--- src/rtl/muldiv_pkg.sv ---
// Shared definitions for the iterative Div/Mult sequencer, the HI/LO mux and the main control unit.
package muldiv_pkg;

    typedef enum logic [2:0] {
        ST_IDLE  = 3'd0,
        ST_LOAD  = 3'd1,
        ST_RUN   = 3'd2,
        ST_WRITE = 3'd3,
        ST_EXC   = 3'd4
    } state_e;

    localparam logic HILO_SEL_MULT = 1'b0;
    localparam logic HILO_SEL_DIV  = 1'b1;

    localparam int DIV_CYCLES_DEF  = 32;
    localparam int MULT_CYCLES_DEF = 32;
    localparam int CNT_W_DEF       = 6;

endpackage

--- src/rtl/muldiv_seq_ctrl_if.sv ---
// Command/status bundle between the main control unit (master) and the Div/Mult sequencer (slave).
interface muldiv_seq_ctrl_if;
    import muldiv_pkg::*;

    // Handshake: start_div/start_mult are one-cycle requests that are taken only while the
    // sequencer is in IDLE; at any other time they are dropped, not queued. busy stalls the
    // master from LOAD through RUN; completion is the single done/hilo_we pulse, or a
    // div_zero_exc pulse when a division by zero was refused.
    logic        start_div;
    logic        start_mult;
    logic [31:0] divisor;
    logic        div_resetlocal;
    logic        mult_resetlocal;
    logic        busy;
    logic        hilo_we;
    logic        hilo_sel;
    logic        div_zero_exc;
    logic        done;
    state_e      state;

    modport master (
        output start_div, start_mult, divisor,
        input  div_resetlocal, mult_resetlocal, busy, hilo_we, hilo_sel,
               div_zero_exc, done, state
    );

    modport slave (
        input  start_div, start_mult, divisor,
        output div_resetlocal, mult_resetlocal, busy, hilo_we, hilo_sel,
               div_zero_exc, done, state
    );

endinterface

--- src/rtl/muldiv_cycle_counter.sv ---
// Loadable down-counter for the iteration phase; last_o flags the final iteration (count == 1).
module muldiv_cycle_counter #(
    parameter int CNT_W = 6
) (
    input  logic             clk,
    input  logic             reset,
    input  logic             load_i,
    input  logic [CNT_W-1:0] load_val_i,
    input  logic             en_i,
    output logic             last_o
);

    logic [CNT_W-1:0] count_q;
    logic [CNT_W-1:0] count_d;

    // Saturates at zero so an enable with nothing loaded can never wrap.
    always_comb begin
        count_d = count_q;
        if (load_i) begin
            count_d = load_val_i;
        end else if (en_i && (count_q != '0)) begin
            count_d = count_q - 1'b1;
        end
    end

    always_ff @(posedge clk) begin
        if (reset) begin
            count_q <= '0;
        end else begin
            count_q <= count_d;
        end
    end

    assign last_o = (count_q == CNT_W'(1));

endmodule

--- src/rtl/muldiv_seq_ctrl.sv ---
// Sequencer for the iterative Div/Mult units: load pulse, iteration count, single HI/LO write.
module muldiv_seq_ctrl
    import muldiv_pkg::*;
#(
    parameter int DIV_CYCLES  = DIV_CYCLES_DEF,
    parameter int MULT_CYCLES = MULT_CYCLES_DEF,
    parameter int CNT_W       = CNT_W_DEF
) (
    input  logic                clk,
    input  logic                reset,
    muldiv_seq_ctrl_if.slave    bus
);

    state_e           state_q;
    state_e           state_d;
    logic             sel_q;
    logic             sel_d;
    logic             cnt_load;
    logic [CNT_W-1:0] cnt_val;
    logic             cnt_en;
    logic             cnt_last;

    muldiv_cycle_counter #(
        .CNT_W (CNT_W)
    ) u_counter (
        .clk        (clk),
        .reset      (reset),
        .load_i     (cnt_load),
        .load_val_i (cnt_val),
        .en_i       (cnt_en),
        .last_o     (cnt_last)
    );

    // Division has priority over multiplication when both starts arrive together.
    always_comb begin
        state_d  = state_q;
        sel_d    = sel_q;
        cnt_load = 1'b0;
        cnt_val  = '0;
        cnt_en   = 1'b0;
        case (state_q)
            ST_IDLE: begin
                if (bus.start_div) begin
                    if (bus.divisor == 32'd0) begin
                        state_d = ST_EXC;
                    end else begin
                        state_d  = ST_LOAD;
                        sel_d    = HILO_SEL_DIV;
                        cnt_load = 1'b1;
                        cnt_val  = CNT_W'(DIV_CYCLES);
                    end
                end else if (bus.start_mult) begin
                    state_d  = ST_LOAD;
                    sel_d    = HILO_SEL_MULT;
                    cnt_load = 1'b1;
                    cnt_val  = CNT_W'(MULT_CYCLES);
                end
            end
            ST_LOAD: begin
                state_d = ST_RUN;
            end
            ST_RUN: begin
                cnt_en = 1'b1;
                if (cnt_last) begin
                    state_d = ST_WRITE;
                end
            end
            ST_WRITE: begin
                state_d = ST_IDLE;
            end
            ST_EXC: begin
                state_d = ST_IDLE;
            end
            default: begin
                state_d = ST_IDLE;
            end
        endcase
    end

    always_ff @(posedge clk) begin
        if (reset) begin
            state_q <= ST_IDLE;
            sel_q   <= HILO_SEL_MULT;
        end else begin
            state_q <= state_d;
            sel_q   <= sel_d;
        end
    end

    // Every output is a decode of registered state, so start_* never reaches an output combinationally.
    assign bus.div_resetlocal  = (state_q == ST_LOAD) && (sel_q == HILO_SEL_DIV);
    assign bus.mult_resetlocal = (state_q == ST_LOAD) && (sel_q == HILO_SEL_MULT);
    assign bus.busy            = (state_q == ST_LOAD) || (state_q == ST_RUN);
    assign bus.hilo_we         = (state_q == ST_WRITE);
    assign bus.done            = (state_q == ST_WRITE);
    assign bus.div_zero_exc    = (state_q == ST_EXC);
    assign bus.hilo_sel        = sel_q;
    assign bus.state           = state_q;

endmodule

--- src/flat_wrapper.sv ---
// flat-port wrapper written by rule: the top's interface ports become plain ports
module muldiv_seq_ctrl_flat import muldiv_pkg::*;
#(
    parameter int DIV_CYCLES  = DIV_CYCLES_DEF,
    parameter int MULT_CYCLES = MULT_CYCLES_DEF,
    parameter int CNT_W       = CNT_W_DEF
)
  (clk, reset, bus_start_div, bus_start_mult, bus_divisor, bus_div_resetlocal, bus_mult_resetlocal, bus_busy, bus_hilo_we, bus_hilo_sel, bus_div_zero_exc, bus_done, bus_state);
  muldiv_seq_ctrl_if bus_i ();
  input  logic clk;
  input  logic reset;
  input wire logic [$bits(bus_i.start_div)-1:0] bus_start_div;
  input wire logic [$bits(bus_i.start_mult)-1:0] bus_start_mult;
  input wire logic [$bits(bus_i.divisor)-1:0] bus_divisor;
  output wire logic [$bits(bus_i.div_resetlocal)-1:0] bus_div_resetlocal;
  output wire logic [$bits(bus_i.mult_resetlocal)-1:0] bus_mult_resetlocal;
  output wire logic [$bits(bus_i.busy)-1:0] bus_busy;
  output wire logic [$bits(bus_i.hilo_we)-1:0] bus_hilo_we;
  output wire logic [$bits(bus_i.hilo_sel)-1:0] bus_hilo_sel;
  output wire logic [$bits(bus_i.div_zero_exc)-1:0] bus_div_zero_exc;
  output wire logic [$bits(bus_i.done)-1:0] bus_done;
  output wire logic [$bits(bus_i.state)-1:0] bus_state;
  assign bus_i.start_div = bus_start_div;
  assign bus_i.start_mult = bus_start_mult;
  assign bus_i.divisor = bus_divisor;
  assign bus_div_resetlocal = bus_i.div_resetlocal;
  assign bus_mult_resetlocal = bus_i.mult_resetlocal;
  assign bus_busy = bus_i.busy;
  assign bus_hilo_we = bus_i.hilo_we;
  assign bus_hilo_sel = bus_i.hilo_sel;
  assign bus_div_zero_exc = bus_i.div_zero_exc;
  assign bus_done = bus_i.done;
  assign bus_state = bus_i.state;
  muldiv_seq_ctrl #(.DIV_CYCLES(DIV_CYCLES), .MULT_CYCLES(MULT_CYCLES), .CNT_W(CNT_W)) u_core (.clk(clk), .reset(reset), .bus(bus_i));
endmodule
--- config.mk ---
export PLATFORM = sky130hd
export DESIGN_NAME = muldiv_seq_ctrl_flat
export DESIGN_NICKNAME = d
export VERILOG_FILES = /design/src/rtl/muldiv_pkg.sv /design/src/rtl/muldiv_seq_ctrl_if.sv /design/src/rtl/muldiv_cycle_counter.sv /design/src/rtl/muldiv_seq_ctrl.sv /design/src/flat_wrapper.sv
export SDC_FILE = /design/constraint.sdc
export NUM_CORES = 1
export LEC_CHECK = 0
export ABC_CLOCK_PERIOD_IN_PS = 1700
export CELL_PAD_IN_SITES_DETAIL_PLACEMENT = 1
export CELL_PAD_IN_SITES_GLOBAL_PLACEMENT = 2
export CORE_MARGIN = 4
export CORE_UTILIZATION = 16
export CTS_CLUSTER_DIAMETER = 30
export DETAILED_ROUTE_END_ITERATION = 8
export GPL_ROUTABILITY_DRIVEN = 1
export PLACE_DENSITY_LB_ADDON = 0.1
export RECOVER_POWER = 50
export SYNTH_ARGS = -nofsm -noshare
export SYNTH_HDL_FRONTEND = slang
export SYNTH_SLANG_ARGS = --single-unit
--- constraint.sdc ---
create_clock -name clk -period 1.7 [get_ports clk]
set_input_delay 0.34 -clock clk [delete_from_list [all_inputs] [get_ports clk]]
set_output_delay 0.34 -clock clk [all_outputs]
set_load 0.005 [all_outputs]
==> metrics.log <==
[metrics] peak clock frequency supported by timing: just under 600 MHz
[metrics] row cnt: 22
[metrics] leading cell type in the layout, fill and taps excluded: clkdlybuf4s50_1
[metrics] antenna cells: 0
[metrics] remaining number of nets flagged by the antenna check after routing: 0
[metrics] area of the die: around 5100 um^2
[metrics] commonest non-fill, non-tap cells in the layout: 25 x clkdlybuf4s50_1, 12 x buf_4, 11 x dlymetal6s2s_1
[metrics] number of global-route vias before repair: 908
[metrics] DR DRC count: 0
[metrics] core box area: ~3800 um^2
[metrics] total nets after synthesis: between 100 and 150
[metrics] ratio of cells with drive above 1 in the final layout: between 30 and 40%
[metrics] number of optimization iterations in the first detailed-route pass: 2
[metrics] via density per instance: 4.41
[metrics] maximum number of buffers from clock root to sink: 2
[metrics] leakage: just over 0.6 nW
[metrics] global placement routability congestion: around 0.73
[metrics] Setup TNS: 0 ns
[metrics] number of sinks on the clock net: 10
[metrics] synth unique cells: 36
[metrics] measured slew at the worst slew-check pin: between 0.3 and 0.4 ns
[metrics] cell type with the highest aggregate area in the netlist: dfxtp_1
[metrics] CP startpoint: bus_divisor[25]
[metrics] proportion of synthesized flip-flops having asynchronous set or reset: 0%
[metrics] clock period minus final worst setup slack: about 1.7 ns
[metrics] max-cap viol count: 0
[metrics] IO Port Bufs: between 40 and 50
[metrics] critical register-to-register path startpoint: u_core.bus.state[0]
[metrics] maximum number of pins on one net before global-route repair: 10
[metrics] CP required: 1.87 ns
[metrics] Finish-stage setup viols: 0
[metrics] Top Ports: between 40 and 50
[metrics] signed area change from the synthesized netlist to the final layout: 122%
[metrics] largest fanout of any net on the critical path: 6
[metrics] RR Endpoint: u_core.u_counter.count_q[4]
[metrics] VDD IR max: approximately 0.20 mV
[metrics] most area-consuming cells after synthesis: dfxtp_1 31%, a211oi_1 6.9%, nor4_1 6.7%
[metrics] kind of critical path: input pin to flip-flop
[metrics] result of the run: finished, final reports clean
[metrics] Tot GR Track Use: 10.3%
[metrics] FF-to-FF path depth: 4
[metrics] Critical Path Start Type: input pin
[metrics] utilization after layout: between 30% and 40%
[metrics] detailed-route via count: around 800
[metrics] Cell Count, Final, Fillers Out: around 180
[metrics] Initial Utilization: approximately 17%
[metrics] number of synthesized register bits: 10
[metrics] class of the most critical hold timing path: flip-flop to flip-flop
[metrics] cts-stage hold buffer count: 0
[metrics] drt first-iter violations: 15
[metrics] EDFF count, synth: 0
[metrics] routed wire length: around 2.5 mm
[metrics] first-pass GRT wire length: ~4.1 mm
[metrics] post-CTS clock slew at the launch and capture registers of the worst setup and hold paths: approximately 0.05 ns
[metrics] instance count after placement with tap cells included: 176
[metrics] CTS Buf Count: 3
[metrics] total design power: roughly 0.95 mW
[metrics] top cell type's share of synthesized area: between 30% and 40%
[metrics] Post-Syn Area per Cell: 8.78 um^2
[metrics] horizontal die dimension: 71.7 um
[metrics] initial antenna violation count: 0
[metrics] clk_lat worst skew: between 0.2 and 0.3 ns
[metrics] CTS H-tree lvls: 1
[metrics] crit path to: u_core.u_counter.count_q[2]
[metrics] Post-synth top flop: dfxtp_1
[metrics] sequential area share after synthesis: between 30% and 40%
[metrics] wire length per cell: around 14 um
[metrics] setup repair after global routing missed its margin: yes
[metrics] Detail Placement HPWL: a little over 2 mm
[metrics] total of warnings raised by yosys: 0
[metrics] final number of hold-violating endpoints: 0
[metrics] TritonCTS clock tree: built
[metrics] overflow left after global routing: 0
[metrics] layout net count: 172
[metrics] Worst Hold Slack: about 0.62 ns
[metrics] endpoint type of the worst setup path: flip-flop
[metrics] area of the mapped netlist: around 650 um^2
[metrics] Cells after Synth: 74
[metrics] total power density per cell area: around 660 nW/um^2
[metrics] die height: roughly 72 um
[metrics] maximum clock skew at final layout: 0.00487 ns
[metrics] library cell used as clock root buffer: clkbuf_8
[metrics] internal reg-to-reg setup slack: about 0.060 ns
[metrics] remaining max-slew budget at the tightest pin: between 70% and 80%
[metrics] period utilisation layout: 99.8%
[metrics] Final Max Slew Viols: 0
[metrics] crit path DAT: around 1.9 ns
==> area by class of cell <==
| type | count | area, um^2 |
|---|---|---|
| sequential | 10 | 206 |
| inverter | 3 | 11.3 |
| tap | 48 | 60.1 |
| clock buffer | 4 | 55.1 |
| multi-input combinational | 57 | 523 |
| timing repair buffer | 59 | 584 |
| fill | 428 | 2360 |
==> cell families after synthesis <==
kind of cell             share of synthesized area [%]
adder cells (fa/ha/maj)                           3.85
flip-flops                                        30.8
buffers and inverters                             5.01
AO/OA/AOI/OAI                                     15.4
multiplexers                                      3.28
XOR/XNOR                                          5.40
AND/OR/NAND/NOR                                   36.2
==> critical path, stage by stage <==
cell and delay, ns:
clkdlybuf4s50_1 0.41, nor4b_2 0.30, nand4_1 0.17, or3_4 0.45, a211oi_2 0.19
==> timing repair <==
action                                  in CTS  in global routing
endpoints found under the setup margin      12                  9
pin swaps                                    1                 15
setup buffers                                0                  1
resized for setup                           15                 28
==> where the power goes <==
group	switching, mW	internal [mW]	total [mW]	leakage, nW
sequential	0.0250	0.259	0.284	0.0832
combinational	0.135	0.218	0.353	0.492
clock	0.104	0.204	0.308	0.0288
total	0.264	0.681	0.945	0.604
==> how the worst min path moves through the flow <==
stage	slack (ns)	end	startpoint	cells after the start
after floorplan	0.50	u_core.bus.hilo_sel	bus_start_div	2
after global placement	0.62	u_core.bus.hilo_sel	u_core.bus.hilo_sel	2
after detailed placement	0.62	u_core.u_counter.count_q[5]	u_core.u_counter.count_q[5]	2
after CTS	0.63	u_core.bus.state[1]	u_core.bus.state[2]	2
after global routing	0.67	u_core.u_counter.count_q[5]	u_core.u_counter.count_q[5]	2
final	0.62	u_core.u_counter.count_q[5]	u_core.u_counter.count_q[5]	2
==> registers in the layout (all words and copies together), names as in the netlist <==
name                      flops
u_core.u_counter.count_q      6
u_core.bus.hilo_sel           1
u_core.bus.state              3
==> synth_stat cells, types with 2 or more instances <==
library cell / count
dfxtp_1: 10
a211oi_1: 6
nor4_1: 7
xnor2_1: 3
nor4b_1: 2
nor3_1: 4
inv_1: 3
or3_1: 3
a21oi_1: 2
nor2b_1: 2
nor2_1: 4
nand4_1: 2
nor3b_1: 2
ha_1: 2
==> per-stage QoR <==
step           instance area [um^2]  worst slack, ns
3_5_place_dp                   1250           -0.377
2_1_floorplan                   649           0.0508
5_1_grt                        1440          -0.0655
3_3_place_gp                   1250           -0.354
6_report                       1440          0.00291
4_1_cts                        1330          -0.0273
==> per-layer routing <==
layer / global-route usage, % / routed length, um / vias up
met3: 3.09 / 177 / 8
met1: 11.9 / 1000 / 357
li1: - / - / 405
met4: 6.89 / 87 / 0
met2: 16.2 / 1250 / 29
met5: 0 / 0 / -
(Power assumes the default switching activity.)
